==> src/rtl/muldiv_seq_pkg.sv <==
// Shared op codes, FSM encoding and per-op control bundle for the RV64M
// multiply/divide sequencer.
package muldiv_seq_pkg;

   localparam int ALUOP_W = 5;

   localparam logic [ALUOP_W-1:0] ALU_MUL    = 5'd16;
   localparam logic [ALUOP_W-1:0] ALU_MULH   = 5'd17;
   localparam logic [ALUOP_W-1:0] ALU_MULHSU = 5'd18;
   localparam logic [ALUOP_W-1:0] ALU_MULHU  = 5'd19;
   localparam logic [ALUOP_W-1:0] ALU_MULW   = 5'd20;
   localparam logic [ALUOP_W-1:0] ALU_DIV    = 5'd21;
   localparam logic [ALUOP_W-1:0] ALU_DIVU   = 5'd22;
   localparam logic [ALUOP_W-1:0] ALU_REM    = 5'd23;
   localparam logic [ALUOP_W-1:0] ALU_REMU   = 5'd24;
   localparam logic [ALUOP_W-1:0] ALU_DIVW   = 5'd25;
   localparam logic [ALUOP_W-1:0] ALU_DIVUW  = 5'd26;
   localparam logic [ALUOP_W-1:0] ALU_REMW   = 5'd27;
   localparam logic [ALUOP_W-1:0] ALU_REMUW  = 5'd28;

   // Iterations per op: one bit per cycle over the full or half word.
   localparam int MDU_ITER_D = 64;
   localparam int MDU_ITER_W = 32;

   typedef enum logic [1:0] {
      MDU_IDLE = 2'd0,
      MDU_CALC = 2'd1,
      MDU_DONE = 2'd2
   } mdu_state_e;

   typedef struct packed {
      logic is_div;
      logic is_rem;
      logic hi;
      logic word;
      logic neg;
      logic special;
   } mdu_ctl_t;

endpackage

==> src/rtl/muldiv_iter.sv <==
// One iteration of the shared datapath: MSB-first shift-add for multiply,
// restoring subtract for divide. acc holds {remainder, dividend/quotient}.
module muldiv_iter #(
   parameter int XLEN = 64
) (
   input  logic              is_div_i,
   input  logic [2*XLEN-1:0] acc_i,
   input  logic [XLEN-1:0]   opa_i,
   input  logic [XLEN-1:0]   opb_i,
   output logic [2*XLEN-1:0] acc_o,
   output logic [XLEN-1:0]   opb_o
);

   logic [XLEN:0] r_sh;
   logic [XLEN:0] diff;

   always_comb begin
      acc_o = '0;
      opb_o = opb_i;
      r_sh  = acc_i[2*XLEN-1:XLEN-1];
      diff  = r_sh - {1'b0, opa_i};
      if (is_div_i) begin
         // Remainder is always below the divisor, so the shifted value fits XLEN+1 bits.
         if (!diff[XLEN]) acc_o = {diff[XLEN-1:0], acc_i[XLEN-2:0], 1'b1};
         else             acc_o = {r_sh[XLEN-1:0], acc_i[XLEN-2:0], 1'b0};
      end else begin
         acc_o = {acc_i[2*XLEN-2:0], 1'b0} + (opb_i[XLEN-1] ? {{XLEN{1'b0}}, opa_i} : '0);
         opb_o = {opb_i[XLEN-2:0], 1'b0};
      end
   end

endmodule

==> src/rtl/muldiv_seq.sv <==
// Multi-cycle RV64M multiply/divide sequencer: operand prep, FSM, iteration
// counter and final sign fix around the muldiv_iter step.
module muldiv_seq
   import muldiv_seq_pkg::*;
#(
   parameter int XLEN = 64
) (
   input  logic               clk,
   input  logic               rst,
   input  logic               in_valid,
   output logic               in_ready,
   input  logic [ALUOP_W-1:0] alu_op,
   input  logic [XLEN-1:0]    operator_1,
   input  logic [XLEN-1:0]    operator_2,
   input  logic               flush,
   output logic               out_valid,
   input  logic               out_ready,
   output logic [XLEN-1:0]    result,
   output logic               busy
);

   localparam int HALF  = XLEN / 2;
   localparam int CNT_W = $clog2(XLEN + 1);
   localparam logic [CNT_W-1:0] N_D = CNT_W'(MDU_ITER_D);
   localparam logic [CNT_W-1:0] N_W = CNT_W'(MDU_ITER_W);

   mdu_state_e        state_q, state_d;
   logic [CNT_W-1:0]  cnt_q, cnt_d;
   logic [XLEN-1:0]   result_q, result_d;
   logic [2*XLEN-1:0] acc_q, acc_d, iter_acc;
   logic [XLEN-1:0]   opa_q, opa_d, opb_q, opb_d, iter_opb;
   mdu_ctl_t          ctl_q, ctl_d;

   logic            op_m, op_div, op_rem, op_hi, op_word, sgn1, sgn2;
   logic            s1, s2, divz, ovf, accept;
   logic [XLEN-1:0] a_ext, b_ext, mag1, mag2, spec_val;

   function automatic logic [XLEN-1:0] word_sext(input logic [HALF-1:0] v);
      return {{HALF{v[HALF-1]}}, v};
   endfunction

   function automatic logic [XLEN-1:0] sign_fix(input logic [2*XLEN-1:0] acc, input mdu_ctl_t c);
      logic [2*XLEN-1:0] prod;
      logic [XLEN-1:0]   val;
      prod = c.neg ? -acc : acc;
      if (c.is_div) begin
         val = c.is_rem ? acc[2*XLEN-1:XLEN] : acc[XLEN-1:0];
         if (c.neg) val = -val;
      end else begin
         val = c.hi ? prod[2*XLEN-1:XLEN] : prod[XLEN-1:0];
      end
      return c.word ? word_sext(val[HALF-1:0]) : val;
   endfunction

   always_comb begin
      op_m = 1'b1; op_div = 1'b0; op_rem = 1'b0; op_hi = 1'b0;
      op_word = 1'b0; sgn1 = 1'b0; sgn2 = 1'b0;
      case (alu_op)
         ALU_MUL:    begin sgn1 = 1'b1; sgn2 = 1'b1; end
         ALU_MULH:   begin op_hi = 1'b1; sgn1 = 1'b1; sgn2 = 1'b1; end
         ALU_MULHSU: begin op_hi = 1'b1; sgn1 = 1'b1; end
         ALU_MULHU:  op_hi = 1'b1;
         ALU_MULW:   begin op_word = 1'b1; sgn1 = 1'b1; sgn2 = 1'b1; end
         ALU_DIV:    begin op_div = 1'b1; sgn1 = 1'b1; sgn2 = 1'b1; end
         ALU_DIVU:   op_div = 1'b1;
         ALU_REM:    begin op_div = 1'b1; op_rem = 1'b1; sgn1 = 1'b1; sgn2 = 1'b1; end
         ALU_REMU:   begin op_div = 1'b1; op_rem = 1'b1; end
         ALU_DIVW:   begin op_div = 1'b1; op_word = 1'b1; sgn1 = 1'b1; sgn2 = 1'b1; end
         ALU_DIVUW:  begin op_div = 1'b1; op_word = 1'b1; end
         ALU_REMW:   begin op_div = 1'b1; op_rem = 1'b1; op_word = 1'b1; sgn1 = 1'b1; sgn2 = 1'b1; end
         ALU_REMUW:  begin op_div = 1'b1; op_rem = 1'b1; op_word = 1'b1; end
         default:    op_m = 1'b0;
      endcase

      a_ext = operator_1;
      b_ext = operator_2;
      if (op_word) begin
         a_ext = sgn1 ? word_sext(operator_1[HALF-1:0]) : {{HALF{1'b0}}, operator_1[HALF-1:0]};
         b_ext = sgn2 ? word_sext(operator_2[HALF-1:0]) : {{HALF{1'b0}}, operator_2[HALF-1:0]};
      end
      s1   = sgn1 & a_ext[XLEN-1];
      s2   = sgn2 & b_ext[XLEN-1];
      mag1 = s1 ? -a_ext : a_ext;
      mag2 = s2 ? -b_ext : b_ext;

      divz = op_div & (b_ext == '0);
      ovf  = op_div & sgn1 & (op_word
             ? (a_ext[HALF-1:0] == {1'b1, {(HALF-1){1'b0}}}) && (b_ext[HALF-1:0] == '1)
             : (a_ext == {1'b1, {(XLEN-1){1'b0}}}) && (b_ext == '1));
      spec_val = '0;
      if (divz)     spec_val = op_rem ? a_ext : '1;
      else if (ovf) spec_val = op_rem ? '0 : a_ext;
      if (op_word) spec_val = word_sext(spec_val[HALF-1:0]);
   end

   assign accept = in_valid & in_ready & ~flush;

   muldiv_iter #(.XLEN(XLEN)) u_iter (
      .is_div_i (ctl_q.is_div),
      .acc_i    (acc_q),
      .opa_i    (opa_q),
      .opb_i    (opb_q),
      .acc_o    (iter_acc),
      .opb_o    (iter_opb)
   );

   always_comb begin
      state_d  = state_q;
      cnt_d    = cnt_q;
      result_d = result_q;
      acc_d    = acc_q;
      opa_d    = opa_q;
      opb_d    = opb_q;
      ctl_d    = ctl_q;
      case (state_q)
         MDU_IDLE: if (accept) begin
            state_d       = MDU_CALC;
            cnt_d         = '0;
            ctl_d.is_div  = op_div;
            ctl_d.is_rem  = op_rem;
            ctl_d.hi      = op_hi;
            ctl_d.word    = op_word;
            ctl_d.neg     = (op_div & op_rem) ? s1 : (s1 ^ s2);
            ctl_d.special = ~op_m | divz | ovf;
            acc_d = op_div ? {{XLEN{1'b0}}, (op_word ? mag1 << HALF : mag1)} : '0;
            opa_d = op_div ? mag2 : mag1;
            opb_d = op_div ? '0 : (op_word ? mag2 << HALF : mag2);
            if (~op_m | divz | ovf) result_d = spec_val;
         end
         MDU_CALC: begin
            // Special cases run zero iterations; their result was loaded at accept.
            if (cnt_q == (ctl_q.special ? '0 : (ctl_q.word ? N_W : N_D))) begin
               state_d = MDU_DONE;
               if (!ctl_q.special) result_d = sign_fix(acc_q, ctl_q);
            end else begin
               acc_d = iter_acc;
               opb_d = iter_opb;
               cnt_d = cnt_q + 1'b1;
            end
         end
         MDU_DONE: if (out_ready) state_d = MDU_IDLE;
         default:  state_d = MDU_IDLE;
      endcase
      if (flush) state_d = MDU_IDLE;
   end

   always_ff @(posedge clk or posedge rst) begin
      if (rst) begin
         state_q  <= MDU_IDLE;
         cnt_q    <= '0;
         result_q <= '0;
      end else begin
         state_q  <= state_d;
         cnt_q    <= cnt_d;
         result_q <= result_d;
      end
   end

   always_ff @(posedge clk) begin
      acc_q <= acc_d;
      opa_q <= opa_d;
      opb_q <= opb_d;
      ctl_q <= ctl_d;
   end

   assign in_ready  = (state_q == MDU_IDLE);
   assign out_valid = (state_q == MDU_DONE);
   assign busy      = (state_q != MDU_IDLE);
   assign result    = result_q;

endmodule

==> config.mk <==
export PLATFORM = sky130hd
export DESIGN_NAME = muldiv_seq
export DESIGN_NICKNAME = d
export VERILOG_FILES = /design/src/rtl/muldiv_seq_pkg.sv /design/src/rtl/muldiv_iter.sv /design/src/rtl/muldiv_seq.sv
export SDC_FILE = /design/constraint.sdc
export NUM_CORES = 2
export LEC_CHECK = 0
export BUFFER_PORTS_ARGS = -buffer_cell sky130_fd_sc_hd__buf_2
export CORE_MARGIN = 2
export CORE_UTILIZATION = 25
export CTS_CLUSTER_SIZE = 20
export DETAILED_ROUTE_END_ITERATION = 12
export GPL_ROUTABILITY_DRIVEN = 0
export GPL_TIMING_DRIVEN = 0
export PLACE_DENSITY = 0.46
export SLEW_MARGIN = 20
export SYNTH_ARGS = -nofsm -noshare
export SYNTH_HDL_FRONTEND = slang
export SYNTH_HIERARCHICAL = 1
export SYNTH_SLANG_ARGS = --single-unit
==> constraint.sdc <==
create_clock -name clk -period 24.2 [get_ports clk]
set_clock_uncertainty 0.1 [all_clocks]
set_input_delay 4.84 -clock clk [delete_from_list [all_inputs] [get_ports clk]]
set_output_delay 4.84 -clock clk [all_outputs]
set_load 0.005 [all_outputs]
# Yosys cells after proc, flatten, opt, wreduce, memory -nomap -nowiden
# Index checks and enable logic that the tools add are counted.
[op_classes]
reduce_logical = 18
n_eq_ne = 29
bitwise_logic = 13
add_sub_neg = 7
n_mux = 56
[ops]
columns = ["op", "count"]
rows = [
  ["64-bit 2-to-1 mux", 29],
  ["128-bit 2-to-1 mux", 5],
  ["128-bit one-hot mux with 2 select lines", 1],
  ["64-bit one-hot mux with 2 select lines", 2],
  ["64-bit negation", 3],
  ["128-bit adder", 1],
  ["64-bit == test (second input constant)", 2],
  ["128-bit negation", 1],
  ["5-bit == test (second input constant)", 13],
  ["65-bit by 64-bit subtractor with 65-bit output", 1],
  ["32-bit == test (second input constant)", 2],
  ["64-bit zero test", 1],
  ["7-bit 2-to-1 mux", 4],
  ["8-bit OR reduction", 2],
  ["7-bit one-hot mux with 2 select lines", 1],
  ["13-bit OR reduction", 1],
  ["1-bit 2-to-1 mux", 9],
  ["1-bit AND", 8],
  ["2-bit 2-to-1 mux", 4],
  ["2-bit != test (second input constant)", 4],
  ["7-bit by 1-bit adder with 7-bit output (second input constant)", 1],
  ["7-bit == test", 1],
  ["7-bit OR reduction", 1],
  ["2-bit one-hot mux with 3 select lines", 1],
  ["other kinds (19)", 25],
]
[word_totals]
output_inout_bits = 67
register_bits = 335
word_cells = 135
input_bits = 138

# Longest topological paths before layout
[logic_depth]
depth_word = 15
depth_mapped = 19
ltp_nobuf = 17

# Cells and area by module
# Netlist, hierarchy kept.
[by_module_without_submodules]
columns = ["module", "instances", "area_per_inst_um2", "seq_area_each_um2", "cells_per_inst"]
rows = [
  ["muldiv_seq", 1, 26375.3, 9694.3, 3176],
  ["muldiv_iter", 1, 12286.8, 0.0, 1967],
]

# Worst setup path after synthesis
# No wires, ideal clock.
[synth_path]
path_kind = "input-to-reg"
start = "input port flush"
end = "register cnt_q[6]"
slack_ns = 6.419
path_stages = 6
n_path_buf = 1
arrival_ns = 17.259
cell_sequence = "nor3b_1 -> or2_2 -> clkbuf_1 -> nand4_1 -> o21ai_0 -> a21oi_1"
[synth_between]
elab_chain_cells = 4
[synth_rtl]
columns = ["item", "line", "text"]
rows = [
  ["start, declared", "muldiv_seq.sv:15", "input logic flush,"],
  ["1-bit NOT", "muldiv_seq.sv:96", "assign accept = in_valid & in_ready & ~flush;"],
  ["1-bit AND", "muldiv_seq.sv:96", ""],
  ["2-bit by 1-bit != test with 1-bit output (no line)", "--", ""],
  ["3-bit AND reduction (no line)", "--", ""],
  ["end signal, assigned", "muldiv_seq.sv:154", "cnt_q <= cnt_d;"],
  ["end, declared", "muldiv_seq.sv:28", "logic [CNT_W-1:0] cnt_q, cnt_d;"],
]
# No other way between the ends.
# A chain may end at the register's enable or synchronous reset.

# Worst setup path in the final report
[layout_path]
start = "input port operator_1[17]"
end = "register acc_q[50] (data pin)"
[layout_between]
elab_chain_cells = 8
[layout_rtl]
columns = ["item", "line", "text"]
rows = [
  ["start, declared", "muldiv_seq.sv:13", "input logic [XLEN-1:0] operator_1,"],
  ["64-bit 2-to-1 mux", "muldiv_seq.sv:78", "a_ext = sgn1 ? word_sext(operator_1[HALF-1:0]) : {{HALF{1'b0}}, operator_1[HALF-1:0]};"],
  ["64-bit 2-to-1 mux (*)", "muldiv_seq.sv:77", "if (op_word) begin"],
  ["64-bit negation (*)", "muldiv_seq.sv:83", "mag1 = s1 ? -a_ext : a_ext;"],
  ["64-bit 2-to-1 mux (*)", "muldiv_seq.sv:83", ""],
  ["64-bit 2-to-1 mux (*) (2 in a row)", "muldiv_seq.sv:125", "acc_d = op_div ? {{XLEN{1'b0}}, (op_word ? mag1 << HALF : mag1)} : '0;"],
  ["128-bit 2-to-1 mux (*)", "muldiv_seq.sv:116", "MDU_IDLE: if (accept) begin"],
  ["128-bit one-hot mux with 2 select lines (*)", "muldiv_seq.sv:115", "case (state_q)"],
  ["net acc_d[50]", "muldiv_seq.sv:30", "logic [2*XLEN-1:0] acc_q, acc_d, iter_acc;"],
  ["end signal, assigned", "muldiv_seq.sv:160", "acc_q <= acc_d;"],
  ["end, declared", "muldiv_seq.sv:30", ""],
]
# Mark *: on every way through the listed nets, which the timed path passes. The rest lies on a longest branch. The select of a mux whose other input is x is not followed.

==> impl_results.md <==
- Share of cells above drive strength 1: 0.09866
- Worst path arrival time: 9.77 ns
- R2R setup slack: 15.21 ns
- Initial antenna violation count: 17
- Core region area: 153,900 sq um
- Most frequent CP cell: o21ai_0
- RR Startpoint: ctl_q[4]
- Sequential fraction of the synthesis area: 0.2507
- Synth top area share: 0.2035
- Die width: 397.3 um
- Top-count cell post-synth: nand2_1
- Worst Setup SP: operator_1[17]
- Internal: 0.001883 W
- #FFs+latches synth: 335
- Setup crit end kind: flip-flop
- First-pass GRT wire length: 331,400 um
- Cell taking the most area after synthesis: edfxtp_1
- Final setup fails: 0
- Largest net degree at the start of global routing: 49
- Reg-to-reg endpoint: result[46]
- Pre-antenna DRT Iters: 8
- Power per cell area: 86.52 nW/um^2
- CTS sink cnt: 335
- RSZ-0062 raised after global routing: no
- Vias: 46,424
- Sw Ratio: 0.5072
- Slowest CP cell: nor4_1
- DRC Markers: 0
- Commonest cells post-synth: nand2_1 (569), o21ai_0 (498), nor2_1 (469)
- Via density: 6.186
- Grt ovf: 0
- Number of global-route vias before repair: 43,269
- CP peak stage delay: 0.96 ns
- Sequential Power Share: 0.305
- Top delay family on crit path: compound AO/OA/AOI/OAI gates
- Placed cell areas: 42,530 sq um
- Post-synth ARST share: 0.2179
- P_leak: 15.72 nW
- # port buffers: 197
- Average wire per standard cell: 32.09 um
- Fin crit share: 0.3926
- Syn Area/Cell: 7.517 sq um
- Worst skew pair latency: 0.67 ns
- Status: completed
- Min Hold Slack: 0.3732 ns
- Htree depth: 2
- Synthesis-to-finish area growth: 14.24%
- Post-synth top flop: edfxtp_1
- Post-DP HPWL: 192,000 um
- Clk pin slew, worst setup/hold paths: 0.05 ns
- Standard-cell rows: 144
- Data required time of the worst path: 24.47 ns
- Cts repair resizes: 0
- Initial cell density of the core: 0.2513
- CP Class: input port to flip-flop
- Comb pwr share: 0.505
- Slew HR: 0.08264
- Bufs on Longest Clock Path: 3
- CP max FO: 10
- Number of buffer and inverter stages on the critical path: 1
- Ports: 205
- Mapped Nets: 5,417
- Synth area leaders: edfxtp_1 (20%), o21ai_0 (6.4%), nand2_1 (5.5%)
- Antenna-violating nets left: 0
- Synth Instances: 5,143
- Synth warn: 6
- Post-synth cell types: 115
- Clk root buf: clkbuf_16
- FMAX: 0.1053 GHz
- Die Y: 397.3 um
- CTS tree: done
- Max cap viols: 0
- Cells along the critical path: buf_2 > or4_1 > nand3b_1 > nor4_1 > o21ai_2 > o21ai_0 > a21oi_1 > o21ai_0 > o21ai_0 > a22o_1
- CP Depth: 10
- Die ar.: 157,800 sq um
- Hold Vio Cnt, Final: 0
- Hold WC Path Type: flip-flop to flip-flop
- Psw: 0.001938 W
- Number of flops mapped to enable cells by yosys: 262
- Area of the mapped netlist: 38,660 sq um
- Final wirelength: 240,800 um
- Final Cell Area: 44,170 sq um
- Clk network pwr share: 0.190
- Post-layout min period: 9.500 ns
- FF-to-FF path depth: 18
- Worst vdd ir: 0.05323 mV
- Worst-Margin Slew: 1.376 ns
- Pins over their slew limit: 0
- Post CTS Setup Buffer Count: 0
- Critical Path Start Type: input port
- Hold-fix buffers, CTS: 0
- Drt first-iter violations: 7,855
- Crit path to: acc_q[50]
- CTS Buf Count: 45
- Aggregate global-route resource usage: 0.2917
- Layout net count: 5,681
-- worst register-to-register path, cell delays in order, from the launching register on --
cell and delay (ns):
edfxtp_1 0.39, clkbuf_1 0.76, buf_2 0.47, buf_2 0.46, buf_2 0.39, clkbuf_2 0.59, clkbuf_1 0.72, buf_2 0.65
mux2i_1 0.28, ha_1 0.36, or4bb_1 0.43, a2bb2oi_1 0.21, nor3_2 0.73, nand3_1 0.33, or2_2 0.43, o21ai_0 0.31
xnor2_1 0.12, o22ai_1 0.85, o221a_2 0.34
-- registers in the layout (all words and copies together), names as in the netlist --
| name | cells |
|---|---|
| opa_q | 64 |
| opb_q | 64 |
| ctl_q | 6 |
| cnt_q | 7 |
| state_q | 2 |
| acc_q | 128 |
| result | 64 |
-- routing by layer --
| layer | up-vias | share of wire | global-route usage |
|---|---|---|---|
| met5 | - | 0.00098 | 0.002421 |
| met2 | 3459 | 0.40 | 0.4181 |
| met1 | 22302 | 0.39 | 0.3628 |
| met4 | 18 | 0.082 | 0.1965 |
| li1 | 19691 | - | - |
| met3 | 954 | 0.13 | 0.1066 |
-- worst min-delay path by stage --
stage	from	to	slack, ns	cells after the start
after global placement	result[45]	result[45]	0.37	2
final	result[45]	result[45]	0.37	2
after detailed placement	result[45]	result[45]	0.36	2
after floorplan	state_q[1]	state_q[0]	0.36	1
after CTS	result[45]	result[45]	0.38	2
after global routing	state_q[1]	state_q[0]	0.41	1
-- kinds of logic (layout without fill, tap and decap cells) --
kind of cell / Yosys count / count (layout) / share of synthesized area
AND/OR/NAND/NOR: 1995 / 1995 / 0.2554
AO/OA/AOI/OAI: 1613 / 1613 / 0.2634
buffers and inverters: 512 / 812 / 0.05201
XOR/XNOR: 355 / 355 / 0.08042
flip-flops: 335 / 335 / 0.2507
multiplexers: 197 / 197 / 0.05362
adder cells (fa/ha/maj): 136 / 136 / 0.04440
other: 0 / 18 / 0
-- power by group through the flow --
stage	sequential, W	combinational, W	clock, W
2_1_floorplan	0.000971	0.00118	0
3_3_place_gp	0.00118	0.00182	0
3_5_place_dp	0.00115	0.00183	0
4_1_cts	0.00114	0.00184	0.000732
5_1_grt	0.00115	0.00204	0.000749
6_report	0.00116	0.00193	0.000725
-- metrics by stage --
step / TNS, ns / util / setup slack (ns) / cells / total power, W
after detailed placement: 0 / 0.2764 / 14.40 / 7404 / 0.002979
after CTS: 0 / 0.2865 / 15.04 / 7487 / 0.003712
after global placement: -4.016 / 0.2743 / -1.110 / 7384 / 0.002999
final: 0 / 0.2870 / 14.70 / 7505 / 0.003821
after global routing: 0 / 0.2868 / 14.65 / 7490 / 0.003940
after floorplan: 0 / - / 6.419 / 5143 / 0.002147
-- layout make-up --
| cell class | count | area (sq um) |
|---|---|---|
| clock buffer | 60 | 1265 |
| clock inverter | 23 | 292.8 |
| tap | 2044 | 2557 |
| multi-input combinational | 4296 | 27030 |
| antenna | 18 | 45.04 |
| fill | 17108 | 109700 |
| buffer | 358 | 1446 |
| timing repair buffer | 217 | 1252 |
| inverter | 154 | 580.6 |
| sequential | 335 | 9694 |
-- cell usage in the layout, fill, tap and decap left out, types with 27 or more instances in the layout --
cell       netlist  final
nor3_1         170    168
nand2b_1        38     38
or4_1           52     52
o31ai_1         71     71
clkbuf_16        0     47
a211oi_1        46     44
buf_2           26    224
a31oi_1         69     69
dfrtp_1         73     73
nor2_1         469    469
xor2_1         156    156
buf_1           28     27
inv_1          151    150
o22ai_1         33     33
o21ai_0        498    496
nand2_1        569    569
a21oi_1        408    408
nor4_1          91     88
o211ai_1        39     39
o21bai_1        34     34
mux2_2          80     80
a21o_1          67     67
clkbuf_1       290    291
edfxtp_1       262    262
ha_1           134    134
and3_1          40     40
xnor2_1        199    199
nand3_1        121    121
or3_1           40     40
a22o_1          41     41
a221oi_1        32     32
or2_2           34     34
mux2i_1        116    116
nand4_1        104    104
and2_1         146    146
o41ai_1         27     27
Note: power is estimated with default switching activity, not from simulation.
